`src/rtl/spi_master_pkg.sv`:
```
// Shared definitions for the SPI mode-0 master.
//   state_t       : transfer sequencer states (3-bit encoding, IDLE..GAP)
//   SPI_WIDTH_DEF : default bits per transfer
//   CLK_DIV_DEF   : default clk cycles per SCK half-period
package spi_master_pkg;

  localparam int SPI_WIDTH_DEF = 8;
  localparam int CLK_DIV_DEF   = 4;

  typedef enum logic [2:0] {
    ST_IDLE  = 3'd0,
    ST_SETUP = 3'd1,
    ST_HIGH  = 3'd2,
    ST_LOW   = 3'd3,
    ST_HOLD  = 3'd4,
    ST_GAP   = 3'd5
  } state_t;

endpackage

```
`src/rtl/spi_master_if.sv`:
```
// Host handshake and SPI pin bundle for spi_master.
//   start, master_din          : host request and word to send
//   busy, done, master_dout    : host status and received word
//   cs, sck, mosi              : SPI pins driven by the master
//   miso                       : SPI pin driven by the slave
// Modports: master (the spi_master view), slave (host/slave-side view).
interface spi_master_if
  import spi_master_pkg::*;
#(
  parameter int WIDTH = SPI_WIDTH_DEF
) ();

  logic             start;
  logic [WIDTH-1:0] master_din;
  logic             busy;
  logic             done;
  logic [WIDTH-1:0] master_dout;
  logic             cs;
  logic             sck;
  logic             mosi;
  logic             miso;

  modport master (
    input  start, master_din, miso,
    output busy, done, master_dout, cs, sck, mosi
  );

  modport slave (
    output start, master_din, miso,
    input  busy, done, master_dout, cs, sck, mosi
  );

endinterface

```
`src/rtl/spi_master.sv`:
```
// SPI mode-0 master (CPOL=0), MSB first, one WIDTH-bit full-duplex word per
// request. SCK is clk divided by 2*CLK_DIV; every non-IDLE state lasts
// exactly CLK_DIV clk cycles. All outputs are registered.
// Ports:
//   clk    : system clock, all logic on posedge
//   rst_n  : synchronous active-low reset
//   bus    : spi_master_if.master (start/master_din/busy/done/master_dout,
//            cs/sck/mosi/miso)
module spi_master
  import spi_master_pkg::*;
#(
  parameter int WIDTH   = SPI_WIDTH_DEF,
  parameter int CLK_DIV = CLK_DIV_DEF
) (
  input  logic          clk,
  input  logic          rst_n,
  spi_master_if.master  bus
);

  localparam int DW = $clog2(CLK_DIV);
  localparam int BW = $clog2(WIDTH + 1);
  localparam logic [DW-1:0] DIV_LAST = DW'(CLK_DIV - 1);
  localparam logic [BW-1:0] BIT_LAST = BW'(WIDTH);

  state_t           state;
  logic [DW-1:0]    div_cnt;
  logic [BW-1:0]    bit_cnt;
  logic [WIDTH-1:0] tx_sr;
  logic [WIDTH-1:0] rx_sr;
  logic             phase_end;
  logic             take;

  assign phase_end = (div_cnt == DIV_LAST);

  // The GAP exit edge is the edge on which IDLE is reached, so a start held
  // high there launches the next word immediately: cs stays high for exactly
  // one GAP between back-to-back words.
  assign take = bus.start && ((state == ST_IDLE) || (state == ST_GAP && phase_end));

  // NOTE: every register here is assigned with <= so all of them update
  // together from the pre-edge values; a blocking = would let later lines see
  // half-updated state and break the shift registers.
  always_ff @(posedge clk) begin
    if (!rst_n) begin
      state           <= ST_IDLE;
      div_cnt         <= '0;
      bit_cnt         <= '0;
      tx_sr           <= '0;
      rx_sr           <= '0;
      bus.cs          <= 1'b1;
      bus.sck         <= 1'b0;
      bus.mosi        <= 1'b0;
      bus.busy        <= 1'b0;
      bus.done        <= 1'b0;
      bus.master_dout <= '0;
    end else begin
      bus.done <= 1'b0;
      if (take) begin
        state    <= ST_SETUP;
        div_cnt  <= '0;
        bit_cnt  <= '0;
        tx_sr    <= bus.master_din;
        bus.mosi <= bus.master_din[WIDTH-1];
        bus.cs   <= 1'b0;
        bus.busy <= 1'b1;
      end else if (state != ST_IDLE) begin
        if (!phase_end) begin
          div_cnt <= div_cnt + 1'b1;
        end else begin
          div_cnt <= '0;
          case (state)
            ST_SETUP: begin
              bus.sck <= 1'b1;
              state   <= ST_HIGH;
            end
            ST_HIGH: begin
              // Falling SCK edge is the sample point; the slave updated miso
              // on the previous falling edge, a full SCK period ago.
              bus.sck <= 1'b0;
              rx_sr   <= {rx_sr[WIDTH-2:0], bus.miso};
              bit_cnt <= bit_cnt + 1'b1;
              state   <= ST_LOW;
            end
            ST_LOW: begin
              if (bit_cnt == BIT_LAST) begin
                state <= ST_HOLD;
              end else begin
                // mosi moves with the rising SCK edge so it is stable for the
                // whole bit cell as seen by the slave's delayed edge detect.
                bus.sck  <= 1'b1;
                tx_sr    <= tx_sr << 1;
                bus.mosi <= tx_sr[WIDTH-2];
                state    <= ST_HIGH;
              end
            end
            ST_HOLD: begin
              bus.cs          <= 1'b1;
              bus.done        <= 1'b1;
              bus.master_dout <= rx_sr;
              bus.mosi        <= 1'b0;
              state           <= ST_GAP;
            end
            ST_GAP: begin
              bus.busy <= 1'b0;
              state    <= ST_IDLE;
            end
            default: state <= ST_IDLE;
          endcase
        end
      end
    end
  end

endmodule

```
`src/flat_wrapper.sv`:
```
// flat-port wrapper written by rule: the top's interface ports become plain ports
module spi_master_flat import spi_master_pkg::*;
#(
  parameter int WIDTH   = SPI_WIDTH_DEF,
  parameter int CLK_DIV = CLK_DIV_DEF
)
  (clk, rst_n, bus_start, bus_master_din, bus_miso, bus_busy, bus_done, bus_master_dout, bus_cs, bus_sck, bus_mosi);
  spi_master_if #(.WIDTH(WIDTH)) bus_i ();
  input  logic clk;
  input  logic rst_n;
  input wire logic [$bits(bus_i.start)-1:0] bus_start;
  input wire logic [$bits(bus_i.master_din)-1:0] bus_master_din;
  input wire logic [$bits(bus_i.miso)-1:0] bus_miso;
  output wire logic [$bits(bus_i.busy)-1:0] bus_busy;
  output wire logic [$bits(bus_i.done)-1:0] bus_done;
  output wire logic [$bits(bus_i.master_dout)-1:0] bus_master_dout;
  output wire logic [$bits(bus_i.cs)-1:0] bus_cs;
  output wire logic [$bits(bus_i.sck)-1:0] bus_sck;
  output wire logic [$bits(bus_i.mosi)-1:0] bus_mosi;
  assign bus_i.start = bus_start;
  assign bus_i.master_din = bus_master_din;
  assign bus_i.miso = bus_miso;
  assign bus_busy = bus_i.busy;
  assign bus_done = bus_i.done;
  assign bus_master_dout = bus_i.master_dout;
  assign bus_cs = bus_i.cs;
  assign bus_sck = bus_i.sck;
  assign bus_mosi = bus_i.mosi;
  spi_master #(.WIDTH(WIDTH), .CLK_DIV(CLK_DIV)) u_core (.clk(clk), .rst_n(rst_n), .bus(bus_i));
endmodule
```
`config.mk`:
```
export PLATFORM = sky130hd
export DESIGN_NAME = spi_master_flat
export DESIGN_NICKNAME = d
export VERILOG_FILES = /design/src/rtl/spi_master_pkg.sv /design/src/rtl/spi_master_if.sv /design/src/rtl/spi_master.sv /design/src/flat_wrapper.sv
export SDC_FILE = /design/constraint.sdc
export NUM_CORES = 1
export LEC_CHECK = 0
export CORE_ASPECT_RATIO = 1.2
export CORE_MARGIN = 2
export CORE_UTILIZATION = 40
export DETAILED_ROUTE_END_ITERATION = 8
export PLACE_DENSITY = 0.67
export SYNTH_ARGS = -nofsm -noshare
export SYNTH_HDL_FRONTEND = slang
export SYNTH_SLANG_ARGS = --single-unit
```
`constraint.sdc`:
```
create_clock -name clk -period 1.8 [get_ports clk]
set_clock_uncertainty 0.1 [all_clocks]
set_input_delay 0.36 -clock clk [delete_from_list [all_inputs] [get_ports clk]]
set_output_delay 0.36 -clock clk [all_outputs]
set_load 0.03 [all_outputs]
```
After elaboration in Yosys (flattened, before gate mapping)
Index checks and enable logic that the tools add are counted.
{ "op_classes": {"n_addsub": 2, "multipliers": 0, "div_mod_pow": 0, "order_cmp": 0, "eq_ne": 10, "shifts": 0, "n_mux": 27, "n_bitwise": 4, "reduce_logical": 24} }
{ "ops": {"columns": ["operator", "n"], "rows": [
  ["two-way mux 7 bit", 5],
  ["two-way mux 1 bit", 17],
  ["AND reduction 4 bit", 4],
  ["case mux 3 bit (4 select lines)", 1],
  ["nonzero test 2 bit", 5],
  ["AND reduction 3 bit", 3],
  ["nonzero test 3 bit", 3],
  ["== test 3 x 2 -> 1 bit, second input constant", 2],
  ["== test 3 bit, second input constant", 2],
  ["AND reduction 5 bit", 1],
  ["adder 4 x 1 -> 4 bit, second input constant", 1],
  ["== test 4 bit, second input constant", 1],
  ["inverter 1 bit", 4],
  ["AND reduction 2 bit", 2],
  ["OR reduction 4 bit", 1],
  ["== test 3 x 1 -> 1 bit, second input constant", 1],
  ["logical NOT 3 bit", 1],
  ["two-way mux 3 bit", 1],
  ["inequality test 3 x 2 -> 1 bit, second input constant", 1],
  ["case mux 1 bit (3 select lines)", 1],
  ["adder 2 x 1 -> 2 bit, second input constant", 1],
  ["== test 2 bit, second input constant", 1],
  ["logical AND 1 bit", 2],
  ["two-way mux 2 bit", 1],
  ["5 further kinds", 5]
]} }
{ "word_totals": {"reg_bits": 37, "latchBits": 0, "ram_bits": 0, "romBits": 0, "n_memories": 0} }

Longest topological paths before layout
{ "depth": {"ltp_word": 6, "ltp_mapped": 7, "depth_no_buf": 6} }

Worst setup path before layout
OpenSTA, ideal clock, no wires.
{ "synth_timing": {"kind": "register to register", "start": "register u_core.bit_cnt[0]", "end": "register u_core.tx_sr[1]", "arrival_time_ns": 1.387, "required_ns": 1.570, "path_slack_ns": 0.183, "stages_incl_launch_ff": 8, "period_less_slack_ns": 1.617, "path_cell_list": "dfxtp_1 -> inv_1 -> ha_1 -> and3b_4 -> nor3b_2 -> buf_6 -> mux2i_1 -> a211oi_2"} }
{ "synth_via": {"elab_chain_len": 3} }
{ "synth_rtl": {"columns": ["item", "line", "rtl"], "rows": [
  ["start: declaration", "spi_master.sv:27", "logic [BW-1:0] bit_cnt;"],
  ["start signal: assignment", "spi_master.sv:81", "bit_cnt <= bit_cnt + 1'b1;"],
  ["== test 4 bit", "spi_master.sv:85", "if (bit_cnt == BIT_LAST) begin"],
  ["inequality test 2 x 1 -> 1 bit (no line)", null, null],
  ["AND reduction 4 bit (no line)", null, null],
  ["end signal: assignment", "spi_master.sv:62", "tx_sr <= bus.master_din;"],
  ["end signal: assignment", "spi_master.sv:91", "tx_sr <= tx_sr << 1;"],
  ["end: declaration", "spi_master.sv:28", "logic [WIDTH-1:0] tx_sr;"]
]} }
Every way passes these cells.
A chain may end at the register's enable or synchronous reset.

Worst setup path after layout
{ "layout_timing": {"start": "register u_core.bus.master_dout[5]", "end": "output port bus_master_dout[5]"} }
{ "layout_rtl": {"columns": ["item", "line", "rtl"], "rows": [
  ["start: declaration", "spi_master_if.sv:25", "output busy, done, master_dout, cs, sck, mosi"],
  ["start signal: assignment", "spi_master.sv:99", "bus.master_dout <= rx_sr;"],
  ["end: declaration", "flat_wrapper.sv:16", "output wire logic [$bits(bus_i.master_dout)-1:0] bus_master_dout;"]
]} }
No word-level cell between the ends.

==> impl_metrics.env <==
export IMPL_run_status="completed"
export IMPL_layout_core_utilization_pct=54.1
export IMPL_maximum_number_of_pins_on_one_net_before_global_route_repair=17
export IMPL_fin_setup_tns_ns=0
export IMPL_dpl_hpwl_um=2260
export IMPL_crit_chain="clkdlybuf4s50_1"
export IMPL_cp_max_fo=2
export IMPL_globalRouteTotalUtil_pct=15.9
export IMPL_deepest_level_of_the_cts_h_tree=2
export IMPL_holdPathEnd="u_core.bus.master_dout[3]$_SDFFE_PN0P_"
export IMPL_route_top_layer_used="met4"
export IMPL_number_of_warnings_reported_in_the_yosys_synthesis_log=0
export IMPL_timing_critical_path_slowest_stage_cell="sky130_fd_sc_hd__clkdlybuf4s50_1"
export IMPL_worstSetupPathDepth=1
export IMPL_cts_root_buffer_cell="sky130_fd_sc_hd__clkbuf_8"
export IMPL_syn_avg_cell_area_sq_um=8.70
export IMPL_arrival_ns=1.30
export IMPL_regToRegStartpoint="u_core.bit_cnt[1]$_SDFFE_PP0P_"
export IMPL_io_pins=25
export IMPL_cpPeakStageDelay_ns=0.67
export IMPL_wire_length_of_the_first_global_routing_pass_um=5240
export IMPL_slew_headroom_pct=75.7
export IMPL_nNetsFinal=236
export IMPL_synth_area_mux_share_pct=3.77
export IMPL_period_minus_slack_ns=1.76
export IMPL_number_of_antenna_cells_inserted=0
export IMPL_synth_compound_gate_area_share_pct=17.5
export IMPL_yosys_most_used_dff="sky130_fd_sc_hd__dfxtp_1"
export IMPL_finalSetupViolCount=0
export IMPL_crit_path_end_kind="primary output"
export IMPL_grt_pass1_vias=1236
export IMPL_cp_required_ns=1.34
export IMPL_rsz0062_at_grt="no"
export IMPL_clock_slew_at_reported_path_ffs_ns=0.08
export IMPL_globalplace_congestion=0.759
export IMPL_start_kind="flip-flop"
export IMPL_total_leakage_power_nw=0.787
export IMPL_ys_seq_area_share_pct=46.5
export IMPL_cts_max_path_buffers=2
export IMPL_dieWidth_um=61.6
export IMPL_drtPass1Iterations=4
export IMPL_wl_met3_um=126
export IMPL_synth_top_family_by_area="simple AND/OR/NAND/NOR gates"
export IMPL_drt_vias_per_instance=4.93
export IMPL_fmaxAchievable_mhz=569
export IMPL_area_growth_syn_to_layout_pct=31.7
export IMPL_die_area_sq_mm=0.00450
export IMPL_worst_max_slew_pin_slew_ns=0.361
export IMPL_cp_top_family="buffers and inverters"
export IMPL_num_vias=1362
export IMPL_ant_nets=0
export IMPL_post_route_cells_drive_above_1_share_pct=17.1
export IMPL_detail_route_drc_violations=0
export IMPL_detail_route_iter0_violations=28
export IMPL_hold_path_depth=2
export IMPL_crit_buf_inv=1
export IMPL_met2RoutedLength_um=1560
export IMPL_antenna_found_initial=0
export IMPL_worst_skew_pair_late_latency_ns=0.29
export IMPL_cts_buffers_inserted=5
export IMPL_globalRoute_totalOverflow=0
export IMPL_rows=25
export IMPL_ys_seq_elements=37
export IMPL_final_clock_period_utilization_by_the_worst_path_pct=97.6
export IMPL_cts_sinks=37
export IMPL_synth_enable_flop_cells=0
export IMPL_synth_cell_area_sq_mm=0.00159
export IMPL_core_area_sq_mm=0.00388
export IMPL_tritoncts="yes"
export IMPL_placement_io_buffers=24
export IMPL_die_h_um=73.1
export IMPL_holdCritStartpoint="u_core.bus.master_dout[3]$_SDFFE_PN0P_"
export IMPL_final_fill_count=390
export IMPL_timing_reg2reg_worst_path_depth=7
export IMPL_synth_simple_area_share_pct=23.8
export IMPL_m1WireLength_um=1420
export IMPL_initial_core_utilization_pct=41.1
export IMPL_number_of_standard_cells_after_synthesis=183
export IMPL_wl_per_cell_um=11.7
export IMPL_rr_endpoint="u_core.tx_sr[6]$_SDFFE_PN0P_"
export IMPL_routed_wl_um=3220
export IMPL_netlist_cell_type_count=38
export IMPL_timing_hold_violations_final=0
export IMPL_powerDensity_mw_per_mm2=831
export IMPL_timing_hold_worst_class="flip-flop to flip-flop"
export IMPL_flop2flop_setup_slack_ns=0.09
export IMPL_ir_drop_uv=458
export IMPL_maxCapViolCount=0
export IMPL_proportion_of_register_bits_with_asynchronous_set_or_reset_after_synthesis_pct=0
export IMPL_synth_xor_area_share_pct=1.65
export IMPL_synth_adder_area_share_pct=2.36
export IMPL_syn_nets=198
export IMPL_criticalPathCategory="flip-flop to primary output"
export IMPL_final_max_slew_viol_count=0
[layout by cell type, fill, tap and decap left out, drive strengths merged, types with 2 or more instances in the layout]
cell and n:
a211oi 5, a21oi 25, and2 2, buf 16, clkbuf 6, clkdlybuf4s50 21, dfxtp 37, dlymetal6s2s 3
ha 3, inv 4, mux2i 6, nand2 41, nand3b 2, nor2 18, nor2b 3, nor3 5
o21ai 5, xor2 2
[final cells by class]
type	instances	area, sq um	area share, %
clock inverter	2	37.5	1.79
clock buffer	6	82.6	3.94
timing repair buffer	40	368	17.5
inverter	4	15.0	0.716
sequential	37	741	35.3
tap	54	67.6	3.22
multi-input combinational	133	787	37.5
[per-stage QoR]
step | worst slack, ns | hold slack (ns) | total power [mW] | instances | instance area (sq um)
global placement | -0.00528 | 0.345 | 1.01 | 262 | 1920
detailed placement | -0.0446 | 0.351 | 1.01 | 262 | 1920
floorplan | 0.183 | 0.332 | 0.957 | 183 | 1590
global route | 0.0000805 | 0.386 | 1.81 | 276 | 2100
finish | 0.0426 | 0.356 | 1.74 | 276 | 2100
CTS | 0.0000522 | 0.362 | 1.74 | 270 | 2040
[worst max-delay path by stage]
stage / from / to / slack [ns]
after global routing: u_core.bus.master_dout[5]$_SDFFE_PN0P_ / bus_master_dout[5] / 0.00008
after floorplan: u_core.bit_cnt[0]$_SDFFE_PP0P_ / u_core.tx_sr[1]$_SDFFE_PN0P_ / 0.18
after CTS: u_core.div_cnt[0]$_SDFFE_PP0N_ / u_core.state[1]$_SDFFE_PP0P_ / 0.00005
after global placement: bus_start / u_core.state[1]$_SDFFE_PP0P_ / -0.005
after detailed placement: bus_start / u_core.state[1]$_SDFFE_PP0P_ / -0.04
final: u_core.bus.master_dout[5]$_SDFFE_PN0P_ / bus_master_dout[5] / 0.04
[flip-flops by register name (all words and copies together) (netlist names)]
name / flops
u_core.bus.mosi: 1
u_core.bus.cs: 1
u_core.bus.sck: 1
u_core.div_cnt: 2
u_core.rx_sr: 8
u_core.bus.master_dout: 8
u_core.bit_cnt: 4
u_core.bus.done: 1
u_core.bus.busy: 1
u_core.state: 3
u_core.tx_sr: 7
[cell families after synthesis]
logic type,Yosys count
and+or+nand+nor,79
xor gates and xnor gates,3
muxes,6
buffers and inverters,13
adders and majority gates,3
AOI/OAI and AO/OA,42
DFF,37
[layer usage]
layer | GRT usage [%] | vias up
li1 | - | 698
met1 | 18.0 | 627
met2 | 26.0 | 27
met3 | 4.43 | 10
met4 | 9.46 | 0
met5 | 0 | -
[timing repair]
item / 4_1_cts / 5_1_grt
gates resized for setup: 0 / 4
endpoints found under the hold margin: 0 / 0
setup endpoints to repair: 0 / 17
buffers inserted: 0 / 6
hold buffers: 0 / 0
[Yosys cell counts, types with 2 or more instances]
library cell,number,area [sq um]
sky130_fd_sc_hd__a211oi_2,5,62.6
sky130_fd_sc_hd__ha_1,3,37.5
sky130_fd_sc_hd__clkbuf_1,2,7.51
sky130_fd_sc_hd__nor3_1,4,20.0
sky130_fd_sc_hd__o21ai_1,2,10.0
sky130_fd_sc_hd__dfxtp_1,37,741
sky130_fd_sc_hd__and2_1,2,12.5
sky130_fd_sc_hd__mux2i_1,6,60.1
sky130_fd_sc_hd__buf_2,5,25.0
sky130_fd_sc_hd__nand3b_1,2,15.0
sky130_fd_sc_hd__nor2b_1,3,18.8
sky130_fd_sc_hd__a21oi_1,25,125
sky130_fd_sc_hd__nor2_1,18,67.6
sky130_fd_sc_hd__inv_1,3,11.3
sky130_fd_sc_hd__nand2_1,40,150
sky130_fd_sc_hd__o21ai_0,2,10.0
sky130_fd_sc_hd__buf_6,2,22.5
sky130_fd_sc_hd__xor2_1,2,17.5
[tightest hold or removal path, delay by kind of cell, from the launching register on]
kind,cells,cell delay [ns]
simple gates,1,0.05
flops,1,0.31
compound gates,1,0.05
[where the power goes]
group | internal (mW) | switching [mW] | leakage [nW]
Clock | 0.450 | 0.287 | 0.0574
Sequential | 0.840 | 0.0145 | 0.301
Combinational | 0.0782 | 0.0735 | 0.429
Power figures use the tool's default switching activity.
